### config.mk
export PLATFORM = sky130hd
export DESIGN_NAME = char_rom_arbiter
export DESIGN_NICKNAME = d
export VERILOG_FILES = /design/src/rtl/char_rom_arbiter.sv
export SDC_FILE = /design/constraint.sdc
export NUM_CORES = 1
export LEC_CHECK = 0
export BUFFER_PORTS_ARGS = -buffer_cell sky130_fd_sc_hd__buf_4
export CORE_MARGIN = 8
export CORE_UTILIZATION = 53
export CTS_BUF_LIST = sky130_fd_sc_hd__clkbuf_4
export DETAILED_ROUTE_END_ITERATION = 16
export GPL_TIMING_DRIVEN = 0
export PLACE_DENSITY = 0.87
export SLEW_MARGIN = 15
export SYNTH_ARGS = -nofsm -noshare
export SYNTH_HDL_FRONTEND = slang
export SYNTH_SLANG_ARGS = --single-unit
### constraint.sdc
create_clock -name clk -period 3 [get_ports clk]
set_input_delay 0.6 -clock clk [delete_from_list [all_inputs] [get_ports clk]]
set_output_delay 0.6 -clock clk [all_outputs]
set_load 0.01 [all_outputs]
### src/rtl/char_rom_arbiter.sv
// -----------------------------------------------------------------------------
// char_rom_arbiter
//
// Lets the host and guest character draw engines share one character-image
// ROM (432 x 432 pixels, 12-bit RGB). One read is accepted per clock through
// a req/gnt handshake. The arbiter drives a registered ROM port and sends the
// pipelined read data back to the engine that issued the read, at a fixed
// latency of ROM_LATENCY + 2 cycles after acceptance.
//
// Build option:
//   CHAR_ARB_FIXED_PRIO_EN  defined   -> the host always wins a conflict and
//                                        there is no last_win register
//                           undefined -> round robin using last_win (default)
//
// Ports:
//   clk, rst                   clock, asynchronous active-high reset
//   host_req / host_addr       host read request and word address
//   host_gnt                   combinational grant; accepted when req && gnt
//   host_rvalid / host_rdata   one-cycle return pulse and returned pixel
//   guest_*                    the same set of ports for the guest engine
//   rom_en / rom_addr          registered ROM read strobe and address
//   rom_rdata                  ROM data, valid ROM_LATENCY cycles after rom_en
// -----------------------------------------------------------------------------
module char_rom_arbiter #(
    parameter int unsigned ADDR_WIDTH  = 18,
    parameter int unsigned DATA_WIDTH  = 12,
    parameter int unsigned ROM_LATENCY = 2
) (
    input  logic                  clk,
    input  logic                  rst,

    input  logic                  host_req,
    input  logic [ADDR_WIDTH-1:0] host_addr,
    output logic                  host_gnt,
    output logic                  host_rvalid,
    output logic [DATA_WIDTH-1:0] host_rdata,

    input  logic                  guest_req,
    input  logic [ADDR_WIDTH-1:0] guest_addr,
    output logic                  guest_gnt,
    output logic                  guest_rvalid,
    output logic [DATA_WIDTH-1:0] guest_rdata,

    output logic                  rom_en,
    output logic [ADDR_WIDTH-1:0] rom_addr,
    input  logic [DATA_WIDTH-1:0] rom_rdata
);

    localparam int unsigned CHAR_LENGTH = 432;
    localparam int unsigned CHAR_HEIGHT = 432;
    localparam int unsigned ROM_WORDS   = CHAR_LENGTH * CHAR_HEIGHT;

    localparam logic OWNER_HOST  = 1'b0;
    localparam logic OWNER_GUEST = 1'b1;

    // One bit wider than the address so the word count always fits.
    localparam logic [ADDR_WIDTH:0] ROM_LIMIT = (ADDR_WIDTH + 1)'(ROM_WORDS);

    logic                  accept;
    logic                  acc_owner;
    logic [ADDR_WIDTH-1:0] acc_addr;
    logic                  acc_oob;

    // ------------------------------------------------------------------
    // Grant logic
    // ------------------------------------------------------------------
`ifdef CHAR_ARB_FIXED_PRIO_EN
    always_comb begin
        host_gnt  = host_req;
        guest_gnt = guest_req & ~host_req;
    end
`else
    logic last_win_q;

    always_comb begin
        host_gnt  = 1'b0;
        guest_gnt = 1'b0;
        if (host_req && guest_req) begin
            // On a conflict the side that did not win last time gets the grant.
            host_gnt  = (last_win_q == OWNER_GUEST);
            guest_gnt = (last_win_q == OWNER_HOST);
        end else begin
            host_gnt  = host_req;
            guest_gnt = guest_req;
        end
    end

    always_ff @(posedge clk or posedge rst) begin
        if (rst) begin
            last_win_q <= OWNER_GUEST;
        end else if (accept) begin
            last_win_q <= acc_owner;
        end
    end
`endif

    // A grant is only raised together with its own request.
    assign accept    = host_gnt | guest_gnt;
    assign acc_owner = guest_gnt ? OWNER_GUEST : OWNER_HOST;
    assign acc_addr  = guest_gnt ? guest_addr : host_addr;
    assign acc_oob   = ({1'b0, acc_addr} >= ROM_LIMIT);

    // ------------------------------------------------------------------
    // ROM port
    // ------------------------------------------------------------------
    logic                  rom_en_q;
    logic [ADDR_WIDTH-1:0] rom_addr_q;

    always_ff @(posedge clk or posedge rst) begin
        if (rst) begin
            rom_en_q   <= 1'b0;
            rom_addr_q <= '0;
        end else begin
            // An out-of-range read is accepted but never reaches the ROM.
            rom_en_q <= accept & ~acc_oob;
            if (accept && !acc_oob) begin
                rom_addr_q <= acc_addr;
            end
        end
    end

    assign rom_en   = rom_en_q;
    assign rom_addr = rom_addr_q;

    // ------------------------------------------------------------------
    // Tag pipeline: stage k is valid during accept cycle + 1 + k, so the tail
    // (stage ROM_LATENCY) lines up with rom_rdata for the same read.
    // ------------------------------------------------------------------
    logic [ROM_LATENCY:0] tag_valid_q;
    logic [ROM_LATENCY:0] tag_owner_q;
    logic [ROM_LATENCY:0] tag_oob_q;

    always_ff @(posedge clk or posedge rst) begin
        if (rst) begin
            tag_valid_q <= '0;
            tag_owner_q <= '0;
            tag_oob_q   <= '0;
        end else begin
            tag_valid_q <= {tag_valid_q[ROM_LATENCY-1:0], accept};
            tag_owner_q <= {tag_owner_q[ROM_LATENCY-1:0], acc_owner};
            tag_oob_q   <= {tag_oob_q[ROM_LATENCY-1:0], acc_oob};
        end
    end

    logic                  tail_valid;
    logic                  tail_owner;
    logic [DATA_WIDTH-1:0] tail_data;

    assign tail_valid = tag_valid_q[ROM_LATENCY];
    assign tail_owner = tag_owner_q[ROM_LATENCY];
    assign tail_data  = tag_oob_q[ROM_LATENCY] ? '0 : rom_rdata;

    // ------------------------------------------------------------------
    // Return path: only the owner's data register is loaded, so the other
    // engine's rdata keeps its last value.
    // ------------------------------------------------------------------
    logic                  host_rvalid_q;
    logic                  guest_rvalid_q;
    logic [DATA_WIDTH-1:0] host_rdata_q;
    logic [DATA_WIDTH-1:0] guest_rdata_q;

    always_ff @(posedge clk or posedge rst) begin
        if (rst) begin
            host_rvalid_q  <= 1'b0;
            guest_rvalid_q <= 1'b0;
            host_rdata_q   <= '0;
            guest_rdata_q  <= '0;
        end else begin
            host_rvalid_q  <= tail_valid && (tail_owner == OWNER_HOST);
            guest_rvalid_q <= tail_valid && (tail_owner == OWNER_GUEST);
            if (tail_valid && (tail_owner == OWNER_HOST)) begin
                host_rdata_q <= tail_data;
            end
            if (tail_valid && (tail_owner == OWNER_GUEST)) begin
                guest_rdata_q <= tail_data;
            end
        end
    end

    assign host_rvalid  = host_rvalid_q;
    assign guest_rvalid = guest_rvalid_q;
    assign host_rdata   = host_rdata_q;
    assign guest_rdata  = guest_rdata_q;

endmodule

* Word level (Yosys, flattened, before mapping)
Index checks and enable logic that the tools add are counted.
** Word-level totals
- Flip-flop bits (word level) :: 55
- Output and inout bits :: 47
- Input port bits :: 52
** Operators by class
- Reduce and logical (&&, ||, !) cells :: 5
- Muxes and demuxes :: 5
- Bitwise logic cells :: 5
- Magnitude comparators :: 1
** Operator list (count)
- $ge A18 B18 Y1 const B :: 1
- $mux W18 :: 1
- $mux W12 :: 1
- $logic_and A1 B1 Y1 :: 4
- $mux W1 :: 3
- $not A1 Y1 :: 3
- $and A1 B1 Y1 :: 1
- $logic_not A1 Y1 :: 1
- $or A1 B1 Y1 :: 1

* Logic depth before layout (Yosys ltp)
- Word-level depth :: 6
- Depth in mapped cells :: 5

* Worst setup path after synthesis
Ideal clock, no wire load.
- Path kind :: input to register
- From :: input port guest_addr[9]
- To :: register rom_addr_q[0], in the netlist rom_addr[0]
- Path slack :: 0.649 ns
- Arrival time :: 2.226 ns
- Stages :: 5
- Buffers on the path :: 1
- Setup time :: 0.125 ns
- Path through :: o311a_1 o211a_4 nor4_4 buf_6 mux2_4
** Between the ends
- Longest elaborated chain between the ends :: 4
** RTL lines
- from (decl) :: RTL line 39 : input logic [ADDR_WIDTH-1:0] guest_addr,
- $mux W18 :: RTL line 100 : assign acc_addr = guest_gnt ? guest_addr : host_addr;
- $ge A18 B18 Y1 :: RTL line 101 : assign acc_oob = ({1'b0, acc_addr} >= ROM_LIMIT);
- $logic_not A1 Y1 :: RTL line 116 : if (accept && !acc_oob) begin
- $logic_and A1 B1 Y1 :: RTL line 116
- to (signal assigned) :: RTL line 117 : rom_addr_q <= acc_addr;
- to (decl) :: RTL line 107 : logic [ADDR_WIDTH-1:0] rom_addr_q;
No other way between the ends.
A chain may end at the register's enable or synchronous reset.

* Final worst setup path
- From :: register last_win_q
- To :: output port host_gnt
** Between the ends
- Longest elaborated chain between the ends :: 1
** RTL lines
- from (decl) :: RTL line 73 : logic last_win_q;
- from (signal assigned) :: RTL line 92 : last_win_q <= acc_owner;
- $mux W1 :: RTL line 78 : if (host_req && guest_req) begin
- to (decl) :: RTL line 34 : output logic host_gnt,
No other way between the ends.

==> metrics.md <==
| Metric | Value |
|---|---|
| Result of the run | `complete, no violations` |
| Half-perimeter wire length after detailed placement | `4590 microns` |
| Final number of hold-violating endpoints | `0` |
| Worst-case headroom to the max-slew limit | `52.2%` |
| Critical-path cell list | `a21boi_2 -> clkbuf_1 -> nor2_1 -> buf_4` |
| Final Max Tran Viols | `0` |
| Path type of the worst setup path | `register to primary output` |
| Endpoint kind of the worst setup timing path | `primary output` |
| Num Clock Sinks | `55` |
| Number of hold buffers added after CTS | `0` |
| Placed cell count | `340` |
| Post-Syn Instances | `189` |
| Critical-path top delay cell | `sky130_fd_sc_hd__clkbuf_1` |
| Adder and majority gate portion of the synthesized area | `0%` |
| Final period demand of the worst path | `2470 ps` |
| Clock root buffer master | `sky130_fd_sc_hd__clkbuf_4` |
| Post-cts resize count | `0` |
| Per-instance average area after synthesis | `12.3 sq um` |
| Overflow after GRT | `0` |
| CP peak stage delay | `430 ps` |
| Startpoint types | `register` |
| Total die area | `6770 sq um` |
| Layout cell share with drive strength beyond 1 | `49.7%` |
| Combinational family with the most area after synthesis | `multiplexers` |
| Post-route cell area | `3220 sq um` |
| Final-report setup violation count | `0` |
| Post-route DRC | `0` |
| Worst IR Drop VDD | `249 uV` |
| Length of the first detailed-routing pass in iterations | `4` |
| Multiplexer share of the synthesized area | `16.5%` |
| Final-stage net count | `347` |
| Average wire per cell in the routed design | `16.6 microns` |
| Count of synthesis-stage warnings from yosys | `0` |
| Layout Area Growth over Synthesis | `38.1%` |
| Starting density of the core | `54.3%` |
| Total power divided by cell area | `548 nW/um^2` |
| H-tree lvl count | `2` |
| Largest fanout on the critical path | `11` |
| Setup_tns | `0 ps` |
| Measured slew at the worst slew-check pin | `716 ps` |
| DRT iter0 DRCs | `71` |
| Post-route fraction of the period consumed by the critical path | `82.3%` |
| Maximum count of clock buffers along a single path | `2` |
| Post-CTS setup buffer count | `0` |
| Placed Area | `3160 sq um` |
| Final core utilization | `74.9%` |
| Drt via density | `5.34` |
| Seq/Total Area, Yosys | `59.1%` |
| Clock skew | `14.9 ps` |
| Crit path DAT | `1870 ps` |
| Unrepaired setup endpoints after global routing | `false` |
| Post-synthesis compound-gate area fraction | `10.4%` |
| Global-route usage over all layers | `17.4%` |
| Number of antenna cells inserted | `0` |
| Post-synthesis cell type count | `30` |
| I/O pin count | `99` |
| Simple logic cell fraction of the synthesized area | `11.4%` |
| Synth Area in XOR/XNOR | `0%` |
| Number of buffers added by the clock tree synthesis step | `5` |
| TritonCTS clock tree | `done` |
| Leakage power figure | `1.59 nW` |
| Worst-skew pair later-pin latency | `370 ps` |
| Number of nets produced by synthesis | `241` |
| Routed vias | `1858` |
| Flops & latches, synth | `55` |
| Hold slack | `332 ps` |
| Overall die height | `82.3 microns` |
| Placeable core region | `4290 sq um` |
| Remaining antenna violation count | `0` |
| Filler-free cell count of the finished design | `348` |
| Number of standard-cell rows in the floorplan | `24` |
| Path class of the lowest-slack min-delay path | `input pin to async pin` |
| Maximum number of pins on one net before global-route repair | `33` |
| Post-synthesis instance area | `2330 sq um` |
| Number of antenna violations at the first check in global routing | `0` |
| Number of global-route vias before repair | `1989` |
| Count of max-cap constraint violations | `0` |
| Port Buf Inserts | `98` |
| Routed WL | `5770 microns` |
| Max Freq | `405 MHz` |
| Post-CTS clock slew at the launch and capture registers of the worst setup and hold paths | `160 ps` |
| Crit path required time | `2400 ps` |
| Routability congestion estimate | `0.772` |
| First-pass GRT wire length | `9200 microns` |
| Die boundary width | `82.3 microns` |
==> layout make-up <==
| class | count | area, sq um |
|---|---|---|
| sequential | 55 | 1380 |
| fill | 302 | 1080 |
| multi-input combinational | 120 | 892 |
| timing repair buffer | 99 | 763 |
| tap | 52 | 65.1 |
| clock buffer | 5 | 37.5 |
| buffer | 8 | 37.5 |
| clock inverter | 3 | 22.5 |
| inverter | 6 | 22.5 |
==> layout by cell type, fill, tap and decap left out, drive strengths merged <==
master	n
dfstp	1
nand3b	2
a2bb2oi	1
mux2i	2
a211o	1
clkbuf	12
o211a	2
nand4b	1
nand2	29
a211oi	1
o32a	1
mux2	30
buf	100
and4b	1
o311ai	1
nor4	1
dfrtp	54
nand2b	13
or3	1
o21a	1
inv	7
clkinv	2
a21oi	2
o311a	1
nor2	2
nor3	1
a21boi	1
o21ai	24
o2111ai	1
==> synthesized netlist by cell type, drive strengths merged <==
cell     instances  share of area [%]
dfrtp           54                 58
mux2            30                 16
nand2           29                4.7
o21ai           24                5.2
nand2b          13                3.5
clkbuf           7                1.1
inv              6               0.97
a21oi            2               0.43
mux2i            2               0.86
nand3b           2               0.64
nor2             2               0.32
o211a            2                1.2
a211o            1               0.43
a211oi           1               0.32
a21boi           1               0.48
a2bb2oi          1               0.38
and4b            1               0.48
buf              1               0.48
dfstp            1                1.1
nand4b           1               0.38
nor3             1               0.21
nor4             1               0.91
o2111ai          1               0.38
o21a             1               0.32
o311a            1               0.43
o311ai           1               0.38
o32a             1               0.48
or3              1               0.32
==> worst max-delay path: cells and delay by family, from the launching register on <==
family / cells / cell delay [ps]
and+or+nand+nor: 1 / 120
AOI/OAI and AO/OA: 1 / 380
DFF: 1 / 410
buffers and inverters: 2 / 600
==> metal layers <==
| metal | share of wire [%] | wire length, microns | track usage, % |
|---|---|---|---|
| met4 | 0.42 | 24 | 4.91 |
| met2 | 48 | 2790 | 29.3 |
| met1 | 38 | 2190 | 19.4 |
| met3 | 13 | 764 | 8.12 |
| met5 | 0 | 0 | 0 |
==> worst paths after layout <==
| kind | startpoint | end | slack [ps] | depth (start not counted) |
|---|---|---|---|---|
| min in group clk | tag_valid_q[1]$_DFF_PP0_ | tag_valid_q[2]$_DFF_PP0_ | 350 | 0 |
| max | last_win_q$_DFFE_PP1N_ | host_gnt | 530 | 4 |
| min reg2reg | tag_valid_q[1]$_DFF_PP0_ | tag_valid_q[2]$_DFF_PP0_ | 350 | 0 |
| max in group asynchronous | rst | tag_oob_q[1]$_DFF_PP0_ | 2110 | 3 |
| max reg2reg | last_win_q$_DFFE_PP1N_ | rom_addr[1]$_DFFE_PP0P_ | 700 | 5 |
| min | rst | host_rdata[8]$_DFFE_PP0P_ | 330 | 2 |
==> flip-flops by register name, indices dropped and copies added (netlist names) <==
signal        count
rom_addr         18
guest_rdata      12
host_rdata       12
tag_oob_q         3
tag_owner_q       3
tag_valid_q       3
guest_rvalid      1
host_rvalid       1
last_win_q        1
rom_en            1
==> through the flow <==
stage	setup WS, ps	total power [mW]
final	532	1.77
after CTS	504	1.79
after global placement	291	1.44
after detailed placement	270	1.46
after floorplan	649	1.17
after global routing	323	1.87
==> power by group <==
part	leakage, nW	total (mW)	internal, mW	switching, mW
clock network	0.0356	0.332	0.0954	0.236
logic	0.886	0.517	0.287	0.231
registers	0.666	0.916	0.856	0.0598
total	1.59	1.77	1.24	0.527
==> cells by family after synthesis <==
family	count (synthesis)
flip-flops	55
AND/OR/NAND/NOR	51
AO/OA/AOI/OAI	37
multiplexers	32
buffers and inverters	14
Power figures use the tool's default switching activity.
